===== config.mk =====
export PLATFORM = sky130hd
export DESIGN_NAME = gin_scatter_fifo
export DESIGN_NICKNAME = d
export VERILOG_FILES = /design/src/rtl/gin_pkg.sv /design/src/rtl/gin_sync_fifo.sv /design/src/rtl/gin_scatter_fifo.sv
export SDC_FILE = /design/constraint.sdc
export NUM_CORES = 2
export LEC_CHECK = 0
export ABC_AREA = 1
export CAP_MARGIN = 20
export CORE_AREA = 2 2 463 465
export DETAILED_ROUTE_END_ITERATION = 16
export DIE_AREA = 0 0 465 467
export GPL_ROUTABILITY_DRIVEN = 0
export GPL_TIMING_DRIVEN = 0
export PLACE_DENSITY = 0.63
export SLEW_MARGIN = 20
export SYNTH_ARGS = -nofsm -noshare
export SYNTH_HDL_FRONTEND = slang
export SYNTH_HIERARCHICAL = 1
export SYNTH_SLANG_ARGS = --single-unit

===== constraint.sdc =====
create_clock -name clk -period 10.8 [get_ports clk]
set_clock_uncertainty 0.2 [all_clocks]
set_input_delay 1.08 -clock clk [delete_from_list [all_inputs] [get_ports clk]]
set_output_delay 1.08 -clock clk [all_outputs]
set_load 0.05 [all_outputs]

===== src/rtl/gin_pkg.sv =====
// ============================================================================
// Module      : gin_pkg
// Description : Shared types, default widths and the wildcard-tag helper for
//               the scatter-side global network.
// Revision    : 1.0 - initial release
// ============================================================================
`default_nettype none

package gin_pkg;

    localparam int c_gin_data_width    = 64;
    localparam int c_gin_row_tag_width = 4;
    localparam int c_gin_col_tag_width = 4;
    localparam int c_gin_num_rows      = 12;
    localparam int c_gin_num_cols      = 14;
    localparam int c_gin_fifo_depth    = 16;

    typedef enum logic [1:0] {
        GIN_IDLE = 2'd0,
        GIN_WAIT = 2'd1,
        GIN_SEND = 2'd2
    } gin_state_t;

    // All-ones pattern of the given width; callers truncate to their tag width.
    function automatic logic [31:0] gin_wildcard(input int unsigned width);
        if (width >= 32)
            return '1;
        return (32'd1 << width) - 32'd1;
    endfunction

endpackage

`default_nettype wire


===== src/rtl/gin_sync_fifo.sv =====
// ============================================================================
// Module      : gin_sync_fifo
// Description : Synchronous show-ahead FIFO, active-low reset, full/empty flags.
// Revision    : 1.0 - initial release
// ============================================================================
`default_nettype none

module gin_sync_fifo #(
    parameter int WIDTH = 8,
    parameter int DEPTH = 16
) (
    input  logic             clk,
    input  logic             reset,
    input  logic             i_wr_en,
    input  logic [WIDTH-1:0] i_wr_data,
    input  logic             i_rd_en,
    output logic [WIDTH-1:0] o_rd_data,
    output logic             o_full,
    output logic             o_empty
);

    localparam int           c_aw  = $clog2(DEPTH);
    localparam logic [c_aw:0] c_one = (c_aw + 1)'(1);

    logic [WIDTH-1:0] r_mem [DEPTH];
    logic [c_aw:0]    r_wr_ptr;
    logic [c_aw:0]    r_rd_ptr;
    logic             w_full;
    logic             w_empty;
    logic             w_push;
    logic             w_pop;

    // The extra MSB on each pointer distinguishes a full ring from an empty one.
    assign w_empty = (r_wr_ptr == r_rd_ptr);
    assign w_full  = (r_wr_ptr[c_aw] != r_rd_ptr[c_aw]) &&
                     (r_wr_ptr[c_aw-1:0] == r_rd_ptr[c_aw-1:0]);

    // A pop in the same cycle frees the slot, so a push into a full FIFO is accepted.
    assign w_pop  = i_rd_en & ~w_empty;
    assign w_push = i_wr_en & (~w_full | w_pop);

    always_ff @(posedge clk) begin
        if (!reset) begin
            r_wr_ptr <= '0;
            r_rd_ptr <= '0;
        end else begin
            if (w_push)
                r_wr_ptr <= r_wr_ptr + c_one;
            if (w_pop)
                r_rd_ptr <= r_rd_ptr + c_one;
        end
    end

    always_ff @(posedge clk) begin
        if (reset && w_push)
            r_mem[r_wr_ptr[c_aw-1:0]] <= i_wr_data;
    end

    assign o_rd_data = r_mem[r_rd_ptr[c_aw-1:0]];
    assign o_full    = w_full;
    assign o_empty   = w_empty;

endmodule

`default_nettype wire


===== src/rtl/gin_scatter_fifo.sv =====
// ============================================================================
// Module      : gin_scatter_fifo
// Description : Scatter global network: tag/data FIFOs feeding a multicast
//               delivery engine. Optional macro GIN_BROADCAST_EN enables
//               all-ones wildcard tags.
// Revision    : 1.0 - initial release
// ============================================================================
`default_nettype none

module gin_scatter_fifo
    import gin_pkg::*;
#(
    parameter int DATA_WIDTH     = c_gin_data_width,
    parameter int ROW_TAG_WIDTH  = c_gin_row_tag_width,
    parameter int COL_TAG_WIDTH  = c_gin_col_tag_width,
    parameter int NUM_OF_ROWS    = c_gin_num_rows,
    parameter int NUM_OF_COLS    = c_gin_num_cols,
    parameter int GIN_FIFO_DEPTH = c_gin_fifo_depth
) (
    input  logic                                                      clk,
    input  logic                                                      reset,
    input  logic [ROW_TAG_WIDTH-1:0]                                  row_tag,
    input  logic [COL_TAG_WIDTH-1:0]                                  col_tag,
    input  logic                                                      tags_wr_en,
    output logic                                                      tags_full,
    input  logic [DATA_WIDTH-1:0]                                     data_in,
    input  logic                                                      data_wr_en,
    output logic                                                      data_full,
    input  logic [NUM_OF_ROWS-1:0][ROW_TAG_WIDTH-1:0]                 row_id,
    input  logic [NUM_OF_ROWS-1:0][NUM_OF_COLS-1:0][COL_TAG_WIDTH-1:0] col_id,
    input  logic [NUM_OF_ROWS-1:0][NUM_OF_COLS-1:0]                   ready_in,
    output logic [DATA_WIDTH-1:0]                                     data_out,
    output logic [NUM_OF_ROWS-1:0][NUM_OF_COLS-1:0]                   enable_out,
    output logic                                                      drop_pulse
);

    localparam int c_tag_width = ROW_TAG_WIDTH + COL_TAG_WIDTH;

    logic [c_tag_width-1:0]                 w_tag_head;
    logic [DATA_WIDTH-1:0]                  w_data_head;
    logic                                   w_tags_empty;
    logic                                   w_data_empty;
    logic [ROW_TAG_WIDTH-1:0]               w_head_row;
    logic [COL_TAG_WIDTH-1:0]               w_head_col;
    logic                                   w_row_wild;
    logic                                   w_col_wild;
    logic [NUM_OF_ROWS-1:0]                 w_row_hit;
    logic [NUM_OF_ROWS-1:0][NUM_OF_COLS-1:0] w_hit;
    logic                                   w_pending;
    logic                                   w_any_hit;
    logic                                   w_all_ready;
    logic                                   w_can_send;
    logic                                   w_pop;
    logic                                   w_load;
    logic                                   w_drop_next;

    gin_state_t                             r_state;
    gin_state_t                             w_state_next;
    logic [DATA_WIDTH-1:0]                  r_data_out;
    logic [NUM_OF_ROWS-1:0][NUM_OF_COLS-1:0] r_send_mask;
    logic                                   r_drop;

    gin_sync_fifo #(
        .WIDTH (c_tag_width),
        .DEPTH (GIN_FIFO_DEPTH)
    ) u_tag_fifo (
        .clk       (clk),
        .reset     (reset),
        .i_wr_en   (tags_wr_en),
        .i_wr_data ({col_tag, row_tag}),
        .i_rd_en   (w_pop),
        .o_rd_data (w_tag_head),
        .o_full    (tags_full),
        .o_empty   (w_tags_empty)
    );

    gin_sync_fifo #(
        .WIDTH (DATA_WIDTH),
        .DEPTH (GIN_FIFO_DEPTH)
    ) u_data_fifo (
        .clk       (clk),
        .reset     (reset),
        .i_wr_en   (data_wr_en),
        .i_wr_data (data_in),
        .i_rd_en   (w_pop),
        .o_rd_data (w_data_head),
        .o_full    (data_full),
        .o_empty   (w_data_empty)
    );

    assign w_head_row = w_tag_head[ROW_TAG_WIDTH-1:0];
    assign w_head_col = w_tag_head[c_tag_width-1:ROW_TAG_WIDTH];

`ifdef GIN_BROADCAST_EN
    localparam logic [ROW_TAG_WIDTH-1:0] c_row_wild = ROW_TAG_WIDTH'(gin_wildcard(ROW_TAG_WIDTH));
    localparam logic [COL_TAG_WIDTH-1:0] c_col_wild = COL_TAG_WIDTH'(gin_wildcard(COL_TAG_WIDTH));
    assign w_row_wild = (w_head_row == c_row_wild);
    assign w_col_wild = (w_head_col == c_col_wild);
`else
    assign w_row_wild = 1'b0;
    assign w_col_wild = 1'b0;
`endif

    for (genvar r = 0; r < NUM_OF_ROWS; r++) begin : g_row
        assign w_row_hit[r] = (row_id[r] == w_head_row) | w_row_wild;
        for (genvar c = 0; c < NUM_OF_COLS; c++) begin : g_col
            assign w_hit[r][c] = w_row_hit[r] &
                                 ((col_id[r][c] == w_head_col) | w_col_wild);
        end
    end

    assign w_pending   = ~w_tags_empty & ~w_data_empty;
    assign w_any_hit   = |w_hit;
    assign w_all_ready = &(~w_hit | ready_in);
    assign w_can_send  = w_pending & w_any_hit & w_all_ready;

    always_ff @(posedge clk) begin
        if (!reset)
            r_state <= GIN_IDLE;
        else
            r_state <= w_state_next;
    end

    // Every state re-evaluates the current head, which is what allows back-to-back sends.
    always_comb begin
        w_state_next = GIN_IDLE;
        if (w_can_send)
            w_state_next = GIN_SEND;
        else if (w_pending && !w_any_hit)
            w_state_next = GIN_IDLE;
        else if (w_pending)
            w_state_next = GIN_WAIT;
    end

    always_comb begin
        w_load      = w_can_send;
        w_drop_next = w_pending & ~w_any_hit;
        w_pop       = w_load | w_drop_next;
    end

    always_ff @(posedge clk) begin
        if (!reset) begin
            r_data_out  <= '0;
            r_send_mask <= '0;
            r_drop      <= 1'b0;
        end else begin
            r_drop <= w_drop_next;
            if (w_load) begin
                r_data_out  <= w_data_head;
                r_send_mask <= w_hit;
            end
        end
    end

    assign data_out   = r_data_out;
    assign enable_out = (r_state == GIN_SEND) ? r_send_mask : '0;
    assign drop_pulse = r_drop;

endmodule

`default_nettype wire


==> metrics.md <==
| Metric | Value |
|---|---|
| Syn_nets | `9,322` |
| Final setup violating endpoints | `0` |
| Crit path top cell by count | `nand2_1` |
| Max Cap Viol | `0` |
| Clock root buffer | `clkbuf_16` |
| Seq. cell area | `0.0399 sq mm` |
| Cts repair resizes | `0` |
| WHS | `0.264 ns` |
| Total CTS buffers | `150` |
| Final Hold Fails | `0` |
| Startpoint type of the worst setup path | `flop` |
| Core area | `0.212 sq mm` |
| Synth cell types | `40` |
| H-tree depth | `4` |
| Total power | `18.5 mW` |
| Vias post-DR | `70.3k` |
| Final cycle utilization of the critical path | `81.7%` |
| Post-CTS Setup Inserts | `0` |
| Synth top area share | `between 40% and 50%` |
| Die ar. | `roughly 0.22 sq mm` |
| Count leader, synth | `nand2_1` |
| Final WL | `424,000 um` |
| Design area | `0.0948 sq mm` |
| Logic gate share of total power | `38.6%` |
| Critical path class | `reg2reg` |
| Number of antenna violations at the first check in global routing | `132` |
| Clock Latency Late Sink | `about 0.8 ns` |
| Worst-path fanout max | `19` |
| Async set-reset flop share out of synthesis | `0%` |
| Layout fillers | `about 20k` |
| RSZ-0062 raised after global routing | `false` |
| Slew headroom | `11.1%` |
| Worst reg-to-reg path cell count | `34` |
| Hold WC Path Type | `reg2reg` |
| Post-DP Area | `0.0895 sq mm` |
| ANT nets after route | `0` |
| Multi-input gate area | `0.0265 sq mm` |
| Fmax | `0.113 GHz` |
| Main synth FF type | `edfxtp_1` |
| Commonest cells in the netlist | `nand2_1 (1,925), nor2_1 (1,423), edfxtp_1 (1,152)` |
| Port Buffers | `1,198` |
| Row Count | `169` |
| Top cells by area, synth | `edfxtp_1 (48%), nand2_1 (10%), nor2_1 (7.4%)` |
| Top-level port count | `1,199` |
| EDFF count, synth | `1,152` |
| Largest area contributor in the netlist | `edfxtp_1` |
| Sequential share of power | `between 30 and 40%` |
| DP HPWL | `344,000 um` |
| Outcome | `completed` |
| Post-layout net count | `10.7k` |
| Internal power | `roughly 11 mW` |
| Largest net degree at the start of global routing | `20` |
| Tmin final | `8.82 ns` |
| Slew Limit Fails | `0` |
| Mapped Area | `slightly above 0.07 sq mm` |
| Hold Crit Depth | `2` |
| Pin slew with the least headroom to its limit | `1.33 ns` |
| Leak | `37.3 nW` |
| Die Span Y | `approximately 470 um` |
| Die width | `465 um` |
| PwrDens | `195 mW/mm^2` |
| Clock Tree Buf Depth | `3` |
| Initial Util | `34.2%` |
| Final std cells w/o fill | `approximately 13k` |
| Worst-path clk slew | `roughly 0.060 ns` |
| Yosys warns | `6` |
| DRT Pass-1 Iters | `8` |
| Average cell area after synthesis | `8.66 sq um` |
| Setup ws final | `1.98 ns` |
| DRC violations left | `0` |
| Avg WL per Cell | `33.2 um` |
| Max VDD drop | `between 150 and 200 uV` |
| Number of clock sinks | `1,415` |
| Sw power | `7.41 mW` |
| Crit-path max cell delay | `1.02 ns` |
| Nature of the critical path endpoint | `flop` |
| Overflow after GRT | `0` |
| Critical path data arrival time | `around 9.1 ns` |
| Gr usage total | `37.7%` |
| Area grow syn2layout | `31.2%` |
| Post-Synthesis Cells | `8,348` |
| Setup TNS | `0 ns` |
| Register area share after synthesis | `a little under three fifths` |
| Dpl cells | `~12k` |
| DR iter-0 viols | `10.4k` |
| Synth Register Bits | `1,415` |
| First-pass GRT wire length | `555,000 um` |
| Via density | `about 5.5` |
| Vias in the first global route | `65.8k` |
| Hold Buf Count CTS | `0` |
| CTS tree | `yes` |
| Layout cells sized above 1 | `7.30%` |
| Clock power frac | `roughly 29%` |
| Final core utilization | `44.8%` |
| Dpl ws | `2.26 ns` |
| Switching share of power | `40.1%` |
| Max stage delay cell, worst path | `nor2_1` |
| Worst EP required | `11.10 ns` |
path summary, 6_finish.rpt:
path	endpoint	startpoint	slack, ns
worst max register to register	u_data_fifo/r_mem[7][39]$_DFFE_PP_	flop	1.98
worst min-delay path	data_out[19]$_SDFFE_PN0P_	data_out[19]$_SDFFE_PN0P_	0.26
worst min register to register	data_out[19]$_SDFFE_PN0P_	data_out[19]$_SDFFE_PN0P_	0.26
worst max-delay path	u_data_fifo/r_mem[7][39]$_DFFE_PP_	flop	1.98
registers in the layout (all words and copies together) (netlist names), named ones only:
register and flops:
u_data_fifo/r_mem 1024, r_send_mask 168, u_tag_fifo/r_mem 128, data_out 64, u_data_fifo/r_rd_ptr 5, u_data_fifo/r_wr_ptr 5
u_tag_fifo/r_rd_ptr 5, u_tag_fifo/r_wr_ptr 5, r_state 2, drop_pulse 1
placed cells by master (no fill, tap or decap), types with 5 or more instances in the layout:
cell | synthesis | layout
dfxtp_1 | 263 | 263
clkinv_1 | 1 | 20
inv_1 | 860 | 860
buf_16 | 0 | 26
xnor2_1 | 257 | 257
ha_1 | 10 | 10
o211ai_2 | 35 | 35
buf_2 | 139 | 140
bufinv_16 | 0 | 13
diode_2 | 0 | 75
clkbuf_8 | 0 | 12
nor2_2 | 22 | 48
buf_8 | 2 | 7
buf_4 | 72 | 76
nand3b_1 | 93 | 93
nand4_1 | 166 | 166
o21ai_0 | 458 | 458
a21oi_1 | 16 | 16
xor2_1 | 53 | 53
buf_1 | 56 | 55
clkbuf_1 | 178 | 202
nand2_2 | 5 | 5
clkbuf_16 | 0 | 157
o21ai_1 | 214 | 214
buf_6 | 58 | 60
nor2_4 | 8 | 27
nand2_1 | 1925 | 1925
edfxtp_1 | 1152 | 1152
clkinv_2 | 1 | 30
nand3_1 | 591 | 591
buf_12 | 2 | 35
clkdlybuf4s50_1 | 0 | 1198
nor2_1 | 1423 | 1378
inv_2 | 17 | 17
o211ai_1 | 253 | 253
layer usage:
layer / track usage (%) / up-vias / part of all wire [%]
li1: - / 30300 / -
met1: 41.1 / 33600 / 33
met2: 59.2 / 5050 / 44
met3: 14.3 / 1232 / 13
met4: 29.6 / 89 / 9.1
met5: 0.417 / - / 0.20
power groups by stage:
stage,logic [mW],clock network (mW),registers [mW]
floorplan,3.48,0,6.30
global placement,6.76,0,6.15
detailed placement,6.90,0,6.15
CTS,6.93,5.34,6.03
global route,7.42,5.57,6.04
finish,7.13,5.31,6.04
cell type report:
| type | instances | share of cell area (%) |
|---|---|---|
| clock buffer | 197 | 4.43 |
| multi-input combinational | 5545 | 28.0 |
| inverter | 881 | 3.50 |
| tap | 2821 | 3.72 |
| timing repair buffer | 1268 | 14.2 |
| buffer | 507 | 3.00 |
| clock inverter | 78 | 0.921 |
| antenna | 75 | 0.198 |
| sequential | 1415 | 42.0 |
critical path, delay by kind of cell (launching register included):
family | cells | cell delay [ns]
buffers and inverters | 12 | 2.99
DFF | 1 | 0.30
xor gates and xnor gates | 1 | 0.58
AOI/OAI and AO/OA | 3 | 0.48
and+or+nand+nor | 18 | 3.85
kinds of logic (layout without fill, tap and decap cells):
logic type                 after synthesis  in the layout  synth area share (%)
other                                    0             75                     0
buffers and inverters                 1388           2931                  8.52
DFF                                   1415           1415                  55.1
and+or+nand+nor                       4248           4248                  24.4
adders and majority gates               10             10                 0.173
AOI/OAI and AO/OA                      977            977                  8.01
xor gates and xnor gates               310            310                  3.76
(Power assumes the default switching activity.)
